[src/rtl/color_cmd_ctrl.sv]
// Color register write controller: decodes two-byte UART frames (header + data)
// and arbitrates them against button-editor write requests, UART first.
module color_cmd_ctrl #(
  parameter int unsigned TIMEOUT = 1024
) (
  input  logic       clk,
  input  logic       rst,
  input  logic [7:0] rx_data,
  input  logic       rx_valid,
  input  logic       rx_perr,
  input  logic       btn_req,
  input  logic [1:0] btn_ch,
  input  logic [3:0] btn_reg,
  input  logic [7:0] btn_data,
  output logic       wr_en,
  output logic [1:0] wr_ch,
  output logic [3:0] wr_reg,
  output logic [7:0] wr_data,
  output logic       btn_ack,
  output logic       busy,
  output logic [7:0] err_cnt,
  output logic [7:0] frame_cnt
);

  localparam int unsigned CW = (TIMEOUT > 1) ? $clog2(TIMEOUT) : 1;
  localparam logic [CW-1:0] TMO_LAST = CW'(TIMEOUT - 1);

  typedef enum logic [1:0] {
    IDLE,
    WAIT_DATA,
    UART_WR,
    BTN_WR
  } state_t;

  state_t        state, state_n;
  logic [CW-1:0] tmo_cnt;
  logic [1:0]    hdr_ch;
  logic [3:0]    hdr_reg;

  logic hdr_ok;
  logic take_hdr, take_data, take_btn, tmo_inc, err_inc;

  assign hdr_ok = (rx_data[7:6] == 2'b10) && !rx_perr;

  // NOTE: every signal gets a default before the case so no path leaves one unassigned (no latches).
  always_comb begin
    state_n   = state;
    take_hdr  = 1'b0;
    take_data = 1'b0;
    take_btn  = 1'b0;
    tmo_inc   = 1'b0;
    err_inc   = 1'b0;
    case (state)
      WAIT_DATA: begin
        if (rx_valid) begin
          if (rx_perr) begin
            err_inc = 1'b1;
            state_n = IDLE;
          end else begin
            take_data = 1'b1;
            state_n   = UART_WR;
          end
        end else if (tmo_cnt == TMO_LAST) begin
          err_inc = 1'b1;
          state_n = IDLE;
        end else begin
          tmo_inc = 1'b1;
        end
      end
      default: begin
        // Write states evaluate incoming bytes exactly like IDLE so none are lost.
        if (rx_valid) begin
          if (hdr_ok) begin
            take_hdr = 1'b1;
            state_n  = WAIT_DATA;
          end else begin
            err_inc = 1'b1;
            state_n = IDLE;
          end
        end else if (state == IDLE && btn_req) begin
          take_btn = 1'b1;
          state_n  = BTN_WR;
        end else begin
          state_n = IDLE;
        end
      end
    endcase
  end

  assign wr_en   = (state == UART_WR) || (state == BTN_WR);
  assign btn_ack = (state == BTN_WR);
  assign busy    = (state != IDLE);

  // NOTE: state elements use non-blocking assignments so every register samples pre-edge values.
  always_ff @(posedge clk) begin
    if (rst) begin
      state     <= IDLE;
      tmo_cnt   <= '0;
      hdr_ch    <= '0;
      hdr_reg   <= '0;
      wr_ch     <= '0;
      wr_reg    <= '0;
      wr_data   <= '0;
      err_cnt   <= '0;
      frame_cnt <= '0;
    end else begin
      state <= state_n;
      if (take_hdr) begin
        hdr_ch  <= rx_data[5:4];
        hdr_reg <= rx_data[3:0];
        tmo_cnt <= '0;
      end else if (tmo_inc) begin
        tmo_cnt <= tmo_cnt + 1'b1;
      end
      // Write fields only change when a write is launched, so they hold between strobes.
      if (take_data) begin
        wr_ch   <= hdr_ch;
        wr_reg  <= hdr_reg;
        wr_data <= rx_data;
      end else if (take_btn) begin
        wr_ch   <= btn_ch;
        wr_reg  <= btn_reg;
        wr_data <= btn_data;
      end
      if (err_inc && err_cnt != 8'hFF) err_cnt <= err_cnt + 8'd1;
      if (state == UART_WR) frame_cnt <= frame_cnt + 8'd1;
    end
  end

endmodule
[config.mk]
export PLATFORM = sky130hd
export DESIGN_NAME = color_cmd_ctrl
export DESIGN_NICKNAME = d
export VERILOG_FILES = /design/src/rtl/color_cmd_ctrl.sv
export SDC_FILE = /design/constraint.sdc
export NUM_CORES = 1
export LEC_CHECK = 0
export BUFFER_PORTS_ARGS = -buffer_cell sky130_fd_sc_hd__buf_2
export CAP_MARGIN = 0
export CORE_UTILIZATION = 46
export DETAILED_ROUTE_END_ITERATION = 10
export GPL_TIMING_DRIVEN = 0
export PLACE_DENSITY = 0.71
export RECOVER_POWER = 100
export SYNTH_ARGS = -nofsm -noshare
export SYNTH_HDL_FRONTEND = slang
export SYNTH_SLANG_ARGS = --single-unit
[constraint.sdc]
create_clock -name clk -period 1.8 [get_ports clk]
set_input_delay 0.09 -clock clk [delete_from_list [all_inputs] [get_ports clk]]
set_output_delay 0.09 -clock clk [all_outputs]
set_load 0.02 [all_outputs]
==> results of run 1 <==
[what timing repair did]
item,4_1_cts,5_1_grt
pin swaps,1,2
resized for setup,10,9
endpoints found under the setup margin,14,23
buffers inserted,4,1
[path summary, 6_finish.rpt]
check                                             start                       to  slack [ps]  depth (start not counted)
worst max-delay path            tmo_cnt[1]$_SDFFE_PP0P_  err_cnt[3]$_SDFFE_PP0P_          50                          6
worst min-delay path                         rx_data[1]  hdr_reg[1]$_SDFFE_PP0P_          40                          3
worst max register to register  tmo_cnt[1]$_SDFFE_PP0P_  err_cnt[3]$_SDFFE_PP0P_          50                          6
worst min register to register  wr_data[5]$_SDFFE_PP0P_  wr_data[5]$_SDFFE_PP0P_         490                          2
[metal layers]
metal	routed length, um	share of wire (%)	up-vias
met5	0	0	-
met4	78	1.6	0
met3	271	5.6	8
met2	2260	47	56
met1	2232	46	911
li1	-	-	970
[kinds of logic (layout without fill, tap and decap cells)]
logic type / Yosys count / after routing / share of synthesized area (%)
adder cells (fa/ha/maj): 3 / 3 / 1.801
XOR/XNOR: 15 / 15 / 6.302
AND/OR/NAND/NOR: 112 / 112 / 27.43
buffers and inverters: 14 / 82 / 2.941
flip-flops: 48 / 48 / 46.10
AO/OA/AOI/OAI: 32 / 32 / 10.50
multiplexers: 10 / 10 / 4.922
[worst max-delay path, delay by kind of cell (launching register included)]
family	cells	cell delay, ps
AOI/OAI and AO/OA	2	360
adders and majority gates	1	140
and+or+nand+nor	3	820
DFF	1	360
[report_power, final]
part	switching (W)	internal (W)	total (W)
registers	0.0000304	0.00110	0.00113
logic	0.000168	0.000101	0.000269
clock network	0.000358	0.000265	0.000622
total	0.000556	0.00147	0.00202
[synth_stat cells (2+ instances only)]
cell type	number
o31ai_1	2
xnor2_1	5
clkbuf_1	10
nor4_1	2
dfxtp_1	48
inv_1	2
nor2b_1	3
ha_1	3
or4_1	2
nor3_1	15
nor2_1	41
a21oi_1	5
nand2b_1	2
and3_1	3
nand3_1	10
a31oi_1	2
and4_1	3
nor3b_1	2
o22ai_1	14
xor2_1	10
nand4_1	3
mux2i_1	8
mux2_1	2
nand2_1	16
or3b_1	3
[layout make-up]
class / instances / area, sq um
inverters: 2 / 7.507
plain buffers: 9 / 43.79
repair buffers: 64 / 289.0
clock buffers: 6 / 72.57
well taps: 52 / 65.06
multi-input cells: 172 / 1111
flip-flops and latches: 48 / 968.4
fillers: 414 / 1792
clock inverters: 1 / 5.005
[through the flow]
step	power, W	setup WS, ps	cells	TNS (ps)	util [%]
finish	0.002024	50.23	354	0	58.85
global route	0.002113	0.7745	354	0	58.85
CTS	0.002039	10.89	354	0	59.43
detailed placement	0.001423	-145.0	345	-1524	56.47
global placement	0.001419	-159.2	345	-1677	56.47
floorplan	0.001320	4.940	234	0	-
[placed cells by master, fill, tap and decap left out, types with 3 or more instances in the layout]
master and n:
dfxtp_1 42, nor2_1 40, clkbuf_1 37, buf_2 29, nand2_1 15, nor3_1 15, o22ai_1 14, xor2_1 10
nand3_1 10, mux2i_1 8, dfxtp_2 6, xnor2_1 5, a21oi_1 5, clkbuf_8 5, nor2b_1 3, clkbuf_2 3
buf_4 3, nand4_1 3, and3_1 3
==> metrics.csv, run 1 <==
metric;value;unit
status;finished, final reports clean;
Initial Util;47.87;%
Worst Max-Slew Pin Slew;507.0;ps
GRT Max-Usage Layer;met2;
GR Overflow Total;0;
max-cap violation count;0;
part of the Yosys area used for sequential elements;46.10;%
vias in the first global route;1829;
critical path peak fanout;8;
core footprint;4354;sq um
initial drt markers;61;
setup violators final;0;
final worst-path cycle share;97.21;%
Max clock buf depth;2;
cell taking the most area after synthesis;dfxtp_1;
FP Rows;24;
GRT met2 Usage;34.52;%
layout cells sized above 1;19.87;%
routability cong.;0.7540;
via count;1945;
initial antenna violation count;0;
first-pass GRT wire length;8.142;mm
via-per-instance ratio;5.494;
Top reg by flops;tmo_cnt;
number of diodes;0;
Worst VDD drop;0.0006233;V
post-route cell area;2562;sq um
area grow syn2layout;22.93;%
worst hold margin;36.34;ps
post-synthesis cell area;2084;sq um
Total Die Area;4805;sq um
TritonCTS clock tree;yes;
nets;332;
max incr delay on CP;520;ps
Cell Chain, Critical Path;ha_4 -> and4_4 -> nand3_4 -> a2bb2oi_4 -> or4_4 -> a21oi_1;
synth unique cells;43;
Mean Syn Cell Area;8.908;sq um
fin. max-slew vios;0;
Die Y;69.32;um
#FFs+latches synth;48;
# clock sinks;48;
DP HPWL;3.244;mm
RSZ-0062 raised after global routing;no;
H-tree depth;2;
Routed WL;4.842;mm
ys async rst share;0;%
I/O Buffers;59;
top cell type's share of synthesized area;46.10;%
CP Launch Type;register;
Arr. time, crit path;1990;ps
top cells by area, synth;dfxtp_1 (46%), nor2_1 (7.4%), o22ai_1 (4.2%), xor2_1 (4.2%), mux2i_1 (3.8%);
Ports;60;
leakage;1.026;nW
Clock Latency Late Sink;310;ps
final hold violation count;0;
root buffer cell;clkbuf_8;
FMAX;571.5;MHz
clock skew;3.769;ps
number of flip-flops in the largest register;10;
Top FF cell, synth;dfxtp_1;
Power Density;790.0;nW/um^2
Wirelength per Cell;13.68;um
Inserted Clock Buffers;5;
die width;69.32;um
met3 Usage GRT;6.105;%
DRC violations left;0;
Mapped Nets;264;
router iterations before antenna repair;4;
Worst path slowest cell;or4_4;
Hold WC Path Type;in2reg;
Clock transition at path regs;80;ps
post-cts hold buffer count;0;
dpl cell area;2459;sq um
cells after synthesis;234;
fin crit period;1750;ps
Tot GR Track Use;21.16;%
critical path class;reg2reg;
CP Capture Type;register;
Critical Path RT;2040;ps
Post-synth EDFFs;0;
pin count of the biggest net entering global routing;14;
Routed Antenna Nets;0;
Max transition margin;66.20;%
met1 usage;26.34;%
YS warnings;0;
Power figures use the tool's default switching activity.
==> run 2: changes to the inputs <==
Settings changed: CORE_MARGIN from default to 1.5, SKIP_LAST_GASP from default to 1.
Clock period 1.8 ns to 1.5 ns, I/O delays scaled along.
==> run 2 against run 1 <==
Effect of this change:
- the run now ends with setup timing left
- final cell count is 5.1% higher
- final area up 19%
- largest power group unchanged
- non-clock buffer count is 18 higher
- critical endpoint is now err_cnt[4]$_SDFFE_PP0P_
- sequential power increased by 20%
- combinational power rose by 65%
- critical path type unchanged
- count of clock-buffer cells in the layout unchanged
- largest cell class unchanged
==> metrics.csv, run 2 (synthesized netlist as in run 1, its figures left out) <==
metric;value;unit;change
FP Rows;24;;unchanged
DP Cell Count;345;;unchanged
routability cong.;0.7761;;+2.9%
Cell Chain, Critical Path;and4_4 -> nand3_4 -> a2bb2oi_4 -> buf_6 -> or4_4 -> a21oi_2;;
area grow syn2layout;46.82;%;
nets;350;;+5.4%
area of the multi-input gates;1366;sq um;+23%
max-cap violation count;0;;unchanged
most frequent cells in the layout;dfxtp_1 (42), clkbuf_1 (39), nor2_1 (36);;
dpl cell area;2574;sq um;+4.7%
Worst Max-Slew Pin Slew;618.3;ps;+111.3 ps
most common cell after layout, fill and taps aside;dfxtp_1;;
initial antenna violation count;0;;unchanged
layout cells sized above 1;35.63;%;+16 points
final worst slack;-245.5;ps;-295.7 ps
max incr delay on CP;450;ps;-70 ps
router iterations before antenna repair;4;;unchanged
fin. max-slew vios;0;;unchanged
critical path peak fanout;7;;-1
Post-Layout Cell Count;372;;+5.1%
overall power;0.002609;W;+29%
via-per-instance ratio;5.505;;+0.20%
Clock Latency Late Sink;300;ps;about the same
Final Core Density;70.29;%;+11 points
# clock sinks;48;;unchanged
Critical Path RT;1740;ps;-300 ps
CP Capture Type;register;;
area occupied by registers;978.4;sq um;+1.0%
Initial Util;47.87;%;unchanged
CP Launch Type;register;;
leakage;1.196;nW;+17%
GR Overflow Total;0;;unchanged
via count;2048;;+5.3%
status;finished with violations;;
Total Die Area;4944;sq um;+2.9%
Routed WL;5.797;mm;+20%
pin count of the biggest net entering global routing;15;;+1
fill cell count;343;;-17%
Wirelength per Cell;15.58;um;+14%
Max transition margin;58.78;%;-7.4 points
TritonCTS clock tree;yes;;
post-route cell area;3060;sq um;+19%
critical path class;reg2reg;;
Hold WC Path Type;in2reg;;
Arr. time, crit path;1980;ps;about the same
RSZ-0062 raised after global routing;yes;;
H-tree depth;2;;unchanged
setup violators final;33;;+33
root buffer cell;clkbuf_8;;
Top reg by flops;tmo_cnt;;
Max clock buf depth;2;;unchanged
DP HPWL;3.504;mm;+8.0%
die width;70.32;um;+1.4%
clock skew;8.463;ps;+4.694 ps
vias in the first global route;1831;;+0.11%
fin crit period;1745;ps;-4.302 ps
Ports;60;;unchanged
final worst-path cycle share;116.4;%;+19 points
core footprint;4354;sq um;unchanged
initial drt markers;100;;+64%
first-pass GRT wire length;8.466;mm;+4.0%
Clock transition at path regs;90;ps;about the same
Die Y;70.32;um;+1.4%
Routed Antenna Nets;0;;unchanged
number of diodes;0;;unchanged
DRC violations left;0;;unchanged
number of flip-flops in the largest register;10;;unchanged
Tot GR Track Use;21.29;%;+0.13 points
violated checks;setup timing;;
Worst VDD drop;0.0006883;V;+10%
Inserted Clock Buffers;5;;unchanged
final hold violation count;0;;unchanged
Worst path slowest cell;dfxtp_1;;
FMAX;572.9;MHz;+0.25%
I/O Buffers;59;;unchanged
Power Density;852.6;nW/um^2;+7.9%
run 2: cell types whose count changed in the layout (fill, tap and decap cells not counted), moves of 9 or more:
cell,delta
buf_4,+9
buf_6,+10
o22ai_2,+13
o22ai_1,-14
run 2: final timing paths:
| path | depth (start not counted) | slack [ps] | startpoint | end |
|---|---|---|---|---|
| max | 6 | -250 | tmo_cnt[2]$_SDFFE_PP0P_ | err_cnt[4]$_SDFFE_PP0P_ |
| min | 3 | 40 | rx_data[1] | hdr_reg[1]$_SDFFE_PP0P_ |
| max reg2reg | 6 | -250 | tmo_cnt[2]$_SDFFE_PP0P_ | err_cnt[4]$_SDFFE_PP0P_ |
| min reg2reg | 2 | 500 | wr_data[4]$_SDFFE_PP0P_ | wr_data[4]$_SDFFE_PP0P_ |
run 2: through the flow:
stage               setup WS (ps)  setup TNS (ps)  hold slack [ps]
floorplan                  -232.5           -1482            218.9
global placement           -331.0           -5712            324.3
detailed placement         -356.5           -6735            341.2
CTS                        -255.6           -4845            20.48
global route               -302.3           -7003            62.73
finish                     -245.5           -4752            41.21
run 2: critical path, delay by kind of cell, from the launching register on:
family,cells,cell delay [ps]
AND/OR/NAND/NOR,3,780
flip-flops,1,450
AO/OA/AOI/OAI,2,290
buffers and inverters,1,150
run 2: where the power goes:
part / switching (W) / internal (W) / leakage [nW]
Sequential: 0.0000410 / 0.00132 / 0.394
Clock: 0.000436 / 0.000368 / 0.0473
Combinational: 0.000252 / 0.000193 / 0.754
run 2: per-layer routing:
layer,wire length (um),up-vias,GRT usage [%]
met4,50,0,6.838
met1,2503,982,27.91
met5,0,-,0
met2,2946,56,34.49
li1,-,1005,-
met3,296,5,5.051
run 2: layout make-up:
type / instances / area share (%)
multi-input cells: 172 / 44.64
flip-flops and latches: 48 / 31.97
repair buffers: 81 / 14.96
plain buffers: 10 / 3.066
clock buffers: 6 / 2.698
well taps: 52 / 2.126
clock inverters: 1 / 0.2862
inverters: 2 / 0.2453
run 2: timing repair:
action,4_1_cts,5_1_grt
pin swaps,2,28
buffers inserted,6,14
endpoints found under the setup margin,44,39
hold buffers,0,0
gates cloned,1,1
gates resized for setup,13,52
